<file path="src/rtl/hazard_controller.sv">
// rtl/hazard_controller.sv - ID-stage hazard sequencer: load-use stalls, mul/div occupancy, mispredict flushes
module hazard_controller #(
    parameter int MD_LATENCY = 4,
    parameter int CNT_W      = 16
) (
    input  logic             clk,
    input  logic             reset,
    input  logic [4:0]       idRs1,
    input  logic [4:0]       idRs2,
    input  logic             idUsesRs1,
    input  logic             idUsesRs2,
    input  logic             idMulDiv,
    input  logic             exMemRead,
    input  logic [4:0]       exRd,
    input  logic             branchMispredict,
    input  logic             perfClear,
    output logic             pcWrite,
    output logic             ifIdWrite,
    output logic             idExBubble,
    output logic             ifIdFlush,
    output logic             mdStart,
    output logic             mdAbort,
    output logic             busy,
    output logic [CNT_W-1:0] stallCount,
    output logic [CNT_W-1:0] flushCount
);

    // $clog2(L) bits are enough to hold the largest count loaded, L-1
    localparam int MDC_W = (MD_LATENCY > 2) ? $clog2(MD_LATENCY) : 1;

    typedef enum logic [1:0] {
        RUN     = 2'd0,
        MD_WAIT = 2'd1,
        MD_DONE = 2'd2
    } state_t;

    state_t             state, state_next;
    logic [MDC_W-1:0]   md_cnt, md_cnt_next;
    logic               load_use;

    assign load_use = exMemRead && (exRd != 5'd0) &&
                      ((idUsesRs1 && (exRd == idRs1)) || (idUsesRs2 && (exRd == idRs2)));

    // State and remaining mul/div stall count
    always_ff @(posedge clk or posedge reset) begin
        if (reset) begin
            state  <= RUN;
            md_cnt <= '0;
        end else begin
            state  <= state_next;
            md_cnt <= md_cnt_next;
        end
    end

    // Next state and pipeline controls; reset forces the pass-through defaults
    always_comb begin
        state_next  = state;
        md_cnt_next = md_cnt;
        pcWrite     = 1'b1;
        ifIdWrite   = 1'b1;
        idExBubble  = 1'b0;
        ifIdFlush   = 1'b0;
        mdStart     = 1'b0;
        mdAbort     = 1'b0;
        busy        = 1'b0;
        if (reset) begin
            state_next  = RUN;
            md_cnt_next = '0;
        end else begin
            case (state)
                RUN: begin
                    if (branchMispredict) begin
                        ifIdFlush  = 1'b1;
                        idExBubble = 1'b1;
                    end else if (load_use) begin
                        pcWrite    = 1'b0;
                        ifIdWrite  = 1'b0;
                        idExBubble = 1'b1;
                    end else if (idMulDiv) begin
                        pcWrite     = 1'b0;
                        ifIdWrite   = 1'b0;
                        idExBubble  = 1'b1;
                        mdStart     = 1'b1;
                        md_cnt_next = MDC_W'(MD_LATENCY - 1);
                        state_next  = MD_WAIT;
                    end
                end
                MD_WAIT: begin
                    busy = 1'b1;
                    if (branchMispredict) begin
                        ifIdFlush  = 1'b1;
                        idExBubble = 1'b1;
                        mdAbort    = 1'b1;
                        state_next = RUN;
                    end else begin
                        pcWrite     = 1'b0;
                        ifIdWrite   = 1'b0;
                        idExBubble  = 1'b1;
                        md_cnt_next = md_cnt - MDC_W'(1);
                        if (md_cnt == MDC_W'(1)) begin
                            state_next = MD_DONE;
                        end
                    end
                end
                MD_DONE: begin
                    // The mul/div moves to EX now; idMulDiv is still high but must not restart it
                    busy       = 1'b1;
                    state_next = RUN;
                    if (branchMispredict) begin
                        ifIdFlush  = 1'b1;
                        idExBubble = 1'b1;
                    end
                end
                default: begin
                    state_next = RUN;
                end
            endcase
        end
    end

    // Saturating performance counters; a clear wins over that cycle's event
    always_ff @(posedge clk or posedge reset) begin
        if (reset) begin
            stallCount <= '0;
            flushCount <= '0;
        end else if (perfClear) begin
            stallCount <= '0;
            flushCount <= '0;
        end else begin
            if (!pcWrite && (stallCount != '1)) begin
                stallCount <= stallCount + CNT_W'(1);
            end
            if (branchMispredict && (flushCount != '1)) begin
                flushCount <= flushCount + CNT_W'(1);
            end
        end
    end

endmodule
</file>
<file path="config.mk">
export PLATFORM = sky130hd
export DESIGN_NAME = hazard_controller
export DESIGN_NICKNAME = d
export VERILOG_FILES = /design/src/rtl/hazard_controller.sv
export SDC_FILE = /design/constraint.sdc
export NUM_CORES = 1
export LEC_CHECK = 0
export BUFFER_PORTS_ARGS = -buffer_cell sky130_fd_sc_hd__buf_2
export CORE_ASPECT_RATIO = 1.2
export CORE_MARGIN = 3
export CORE_UTILIZATION = 59
export CTS_BUF_LIST = sky130_fd_sc_hd__clkbuf_8
export DETAILED_ROUTE_END_ITERATION = 10
export GPL_ROUTABILITY_DRIVEN = 0
export PLACE_DENSITY_LB_ADDON = 0.15
export SETUP_SLACK_MARGIN = 0.3
export SLEW_MARGIN = 20
export SYNTH_ARGS = -nofsm -noshare
export SYNTH_HDL_FRONTEND = slang
export SYNTH_SLANG_ARGS = --single-unit
</file>
<file path="constraint.sdc">
create_clock -name clk -period 3.7 [get_ports clk]
set_input_delay 0.185 -clock clk [delete_from_list [all_inputs] [get_ports clk]]
set_output_delay 0.185 -clock clk [all_outputs]
set_load 0.1 [all_outputs]
</file>
# [Word level (Yosys, flattened, before mapping)]
# Index checks and enable logic that the tools add are counted.
[totals] input_bits=23 register_bits=36 elab_cells=74 out_inout_bits=39
[classes] mux=38 reduce_logical=17 eq_ne=12 addsub=3
[ops] cell="$mux 16" n=4
[ops] cell="$add 16x1->16 const B" n=2
[ops] cell="$ne 16x16->1 const B" n=2
[ops] cell="$mux 2" n=11
[ops] cell="$mux 1" n=19
[ops] cell="$ne 3x3->1 const B" n=4
[ops] cell="$eq 5x5->1" n=2
[ops] cell="$pmux 2 s2" n=2
[ops] cell="$logic_and 1x1->1" n=6
[ops] cell="$reduce_and 5->1" n=1
[ops] cell="$reduce_bool 5->1" n=1
[ops] cell="$eq 2x1->1 const B" n=2
[ops] cell="$ne 4x4->1 const B" n=1
[ops] cell="$reduce_and 4->1" n=1
[ops] cell="$reduce_bool 2->1" n=2
[ops] cell="$pmux 1 s3" n=1
[ops] cell="$reduce_bool 3->1" n=1
[ops] cell="$reduce_or 3->1" n=1
[ops] cell="$eq 2x2->1 const B" n=1
[ops] cell="$logic_not 2->1" n=1
[ops] cell="$pmux 1 s2" n=1
[ops] cell="$reduce_or 2->1" n=1
[ops] cell="$sub 2x1->2 const B" n=1
[ops] cell="$logic_not 1->1" n=1
[ops] cell="$logic_or 1x1->1" n=1

# [Longest topological paths before layout]
[logic_depth] word_depth=12 ltp_mapped=11 depth_no_buf=8

# [Worst setup path after synthesis]
# No wires, ideal clock.
[synth_path] path_kind="input-to-output" startpoint="input exRd[1]" endpoint="output idExBubble" path_stages=7 arrival_time_ns=3.828 setup_slack_ns=-0.313 required_time_ns=3.515 cell_sequence="xnor2_1 > nand4_1 > o22ai_2 > and2_0 > buf_2 > nor4_1 > nor4_1"
[synth_between] elab_chain_len=8
[synth_lines] element="start: declaration" line_no="14" source="input logic [4:0] exRd,"
[synth_lines] element="$eq 5x5->1" line_no="42" source="((idUsesRs1 && (exRd == idRs1)) || (idUsesRs2 && (exRd == idRs2)));"
[synth_lines] element="$logic_and 1x1->1" line_no="42"
[synth_lines] element="$logic_or 1x1->1" line_no="42"
[synth_lines] element="$logic_and 1x1->1 *" line_no="41" source="assign load_use = exMemRead && (exRd != 5'd0) &&"
[synth_lines] element="$mux 1 *" line_no="75" source="end else if (load_use) begin"
[synth_lines] element="$mux 1 *" line_no="72" source="if (branchMispredict) begin"
[synth_lines] element="$pmux 1 s3 *" line_no="70" source="case (state)"
[synth_lines] element="$mux 1 *" line_no="66" source="if (reset) begin"
[synth_lines] element="end: declaration" line_no="19" source="output logic idExBubble,"
# Mark *: on every way between the ends. The rest lies on a longest branch, timed or not.

# [Worst setup path after layout]
[layout_path] startpoint="register state[0]" endpoint="register stallCount[9]"
[layout_between] elab_chain_len=6
[layout_lines] element="start: declaration" line_no="37" source="state_t state, state_next;"
[layout_lines] element="start signal: assignment" line_no="50" source="state <= state_next;"
[layout_lines] element="$eq 2x1->1 / $logic_not 2->1 (equally long branches)" line_no="70"
[layout_lines] element="$pmux 1 s2 *" line_no="70"
[layout_lines] element="$mux 1 *" line_no="66"
[layout_lines] element="$logic_not 1->1 *" line_no="130" source="if (!pcWrite && (stallCount != '1)) begin"
[layout_lines] element="$logic_and 1x1->1 *" line_no="130"
[layout_lines] element="$reduce_bool 2->1 (no line) *"
[layout_lines] element="end signal: assignment" line_no="131" source="stallCount <= stallCount + CNT_W'(1);"
[layout_lines] element="end: declaration" line_no="24" source="output logic [CNT_W-1:0] stallCount,"
# Marked as above.
# A chain may end at the register's enable or synchronous reset.

==> results.cfg <==
[routing]
met3_length_um = 355
dr.max_layer_used = met4
first_pass_drt_iterations = 4
detailroute.wirelength.met2_mm = 2.66
remaining_drc_errors = 0
avgViaCountPerCell = 5.96
postRouteAntennaNets = 0
wl_met1_mm = 2.36
detailedRoute.firstIterationViolations = 100
routed_wl_mm = 5.46
detailroute.via_count = 2193
routedWlPerCell_um = 14.8

[final_layout]
postLayoutCellArea_sq_um = 2740
antenna-diode-count = 0
mostFrequentLayoutCell = sky130_fd_sc_hd__buf_2
layout-drive-gt1-share_pct = 25.6
finish.net_count = 345
most-common-layout-cells = 61 x sky130_fd_sc_hd__buf_2, 36 x sky130_fd_sc_hd__dfrtp_1, 23 x sky130_fd_sc_hd__nor2_1
area_growth_from_synthesis_to_final_layout_pct = 16.7
post-route-util_pct = 73.5

[sta]
unrepaired_setup_endpoints_after_global_routing = false
final-hold-violation-count = 0
worst_slew_margin_rel_pct = 48.2
final.setup.tns_ns = 0
timing_max_transition_violations_final = 0
max_slew.worst_pin.slew_ns = 0.777
layout_min_cycle_time_ns = 2.50
post_route_clock_period_utilization_pct = 67.7
max_freq_ghz = 0.399
holdWs_ns = 0.104
clock_skew_ns = 0.00434
setup-violations-final = 0

[placement]
placement.cell_area_sq_um = 2650
dpl.hpwl_mm = 3.91
port_buffers = 61

[cts]
numClockSinks = 36
cts.htree.levels = 2
ctsLongestPathBuffers = 2
clkTransAtPathRegs_ns = 0.07
cts-buffers-inserted = 5
cts_resized = 0
root_buffer = sky130_fd_sc_hd__clkbuf_8
postCtsSetupBuffers = 0
clock_latency_on_the_worst_skew_pair_ns = 0.28
ctsHoldBuffers = 0
cts_tree = built

[run]
maximum_capacitance_violations = 0

[synth]
area_share_of_the_leading_cell_type_in_the_synthesized_netlist_pct = 38.4
synth.yosys.seq_area_share_pct = 38.4
netlist-cell-type-count = 51
synthesis.instances = 260
syn_area_per_cell_sq_um = 9.01
synth_top_cells_by_area = sky130_fd_sc_hd__dfrtp_1 38%, sky130_fd_sc_hd__xnor2_1 5.2%, sky130_fd_sc_hd__xor2_1 4.1%, sky130_fd_sc_hd__nand3_1 4.1%, sky130_fd_sc_hd__a21oi_1 3.8%
mappedNetlistNets = 290
synth.largest_area_cell = sky130_fd_sc_hd__dfrtp_1
netlist_area_sq_um = 2340
synth.yosys.warnings = 0
ys_seq_elements = 36

[worst_setup_path]
cp_slowest_cell = sky130_fd_sc_hd__or4_1
timing.reg2reg.setup_slack_ns = 1.20
cp-start-kind = flip-flop
worst_stage_delay_on_the_critical_path_ns = 0.55
path_max_fanout = 20
cp.required_ns = 3.90
critPathKind = flip-flop to flip-flop
cp_data_arrival_time_ns = 2.71
critPathCaptureType = flip-flop
worst_path_most_repeated_cell = sky130_fd_sc_hd__inv_1
crit_chain = inv_1, ha_1, inv_1, a211oi_4, inv_2, a31o_1, or4_1, a21oi_1

[hold_path]
hold_path.class = input port to async pin

[global_route]
track_usage_pct = 24.3
first_global_vias = 2131
antenna_found_initial = 0
maximum_number_of_pins_on_one_net_before_global_route_repair = 41
grt-ovfl-total = 0
grt_pass1_wl_mm = 9.32

[power_and_ir_drop]
power-per-cell-area_nw_per_um2 = 318
max-vdd-ir-drop_mv = 0.248
static-leakage-power_nw = 1.26

[floorplanning]
floorplan.rows = 24
floorplan.initialDensity_pct = 62.9
core_area_sq_um = 3720
die_height_um = 75.0
die_x_um = 63.5
die_area_sq_um = 4770
boundaryPins = 62

[status]
run_status = finished clean
## synth_stat cells, drive strengths merged
master and number:
a221oi 1, a311oi 1, clkbuf 6, or3 1, o2111ai 3, or4 9, nor3 6, nand4 7
mux2i 3, o31ai 8, o21ai 6, o21a 1, a31o 2, buf 9, nand4b 1, and4 4
o22ai 2, and3 6, o41ai 1, nor4 5, o221a 1, a31oi 1, ha 7, xnor2 14
mux2 1, a21o 2, nand3 19, nor2 23, xor2 11, nor4b 1, a211oi 3, inv 13
and2 5, a21oi 19, nand2b 1, dfrtp 36, a41o 3, nor2b 2, nand2 16
## path summary, 6_finish.rpt
kind / startpoint / endpoint / cells past startpoint
worst min-delay path: reset / md_cnt[0]$_DFFE_PP0P_ / 3
min in group clk: reset / state[1]$_DFFE_PP0P_ / 2
max in group asynchronous: reset / stallCount[5]$_DFFE_PP0P_ / 3
worst max-delay path: state[0]$_DFFE_PP0P_ / stallCount[9]$_DFFE_PP0P_ / 8
worst max register to register: state[0]$_DFFE_PP0P_ / stallCount[9]$_DFFE_PP0P_ / 8
worst min register to register: md_cnt[1]$_DFFE_PP0P_ / md_cnt[1]$_DFFE_PP0P_ / 2
## kinds of logic after synthesis
| logic type | count (synthesis) | share of synthesized area, % |
|---|---|---|
| DFF | 36 | 38.4 |
| muxes | 4 | 1.76 |
| AOI/OAI and AO/OA | 54 | 16.3 |
| and+or+nand+nor | 106 | 24.2 |
| xor gates and xnor gates | 25 | 9.34 |
| buffers and inverters | 28 | 6.14 |
| adders and majority gates | 7 | 3.74 |
## worst max-delay path, delay by kind of cell (launching register included)
family                   cells  cell delay, ns
adder cells (fa/ha/maj)      1            0.32
AND/OR/NAND/NOR              1            0.55
AO/OA/AOI/OAI                3            0.83
buffers and inverters        3            0.30
flip-flops                   1            0.42
## sequential cells by signal (all words and copies together) (netlist names)
name / flops
state: 2
md_cnt: 2
flushCount: 16
stallCount: 16
## stage by stage
stage,power [mW],instances,setup WS (ns)
final,0.870,368,1.20
after global routing,0.906,368,1.01
after CTS,0.874,368,1.23
after detailed placement,0.597,360,1.23
after global placement,0.594,360,1.36
after floorplan,0.564,260,0.685
## layout make-up
class,count,area (sq um)
fill,309,988
multi-input combinational,196,1310
timing repair buffer,63,320
clock inverter,2,7.51
tap,52,65.1
inverter,13,48.8
sequential,36,901
clock buffer,6,82.6
## power breakdown
group	switching [mW]	total (mW)	leakage, nW	internal, mW
Sequential	0.00878	0.409	0.499	0.400
Clock	0.134	0.280	0.0538	0.146
Combinational	0.135	0.181	0.708	0.0458
## layer usage
| metal | global-route usage (%) | vias to the layer above |
|---|---|---|
| met2 | 40.6 | 81 |
| li1 | - | 1054 |
| met1 | 30.6 | 1048 |
| met4 | 10.8 | 0 |
| met5 | 0 | - |
| met3 | 5.22 | 10 |
(Power assumes the default switching activity.)
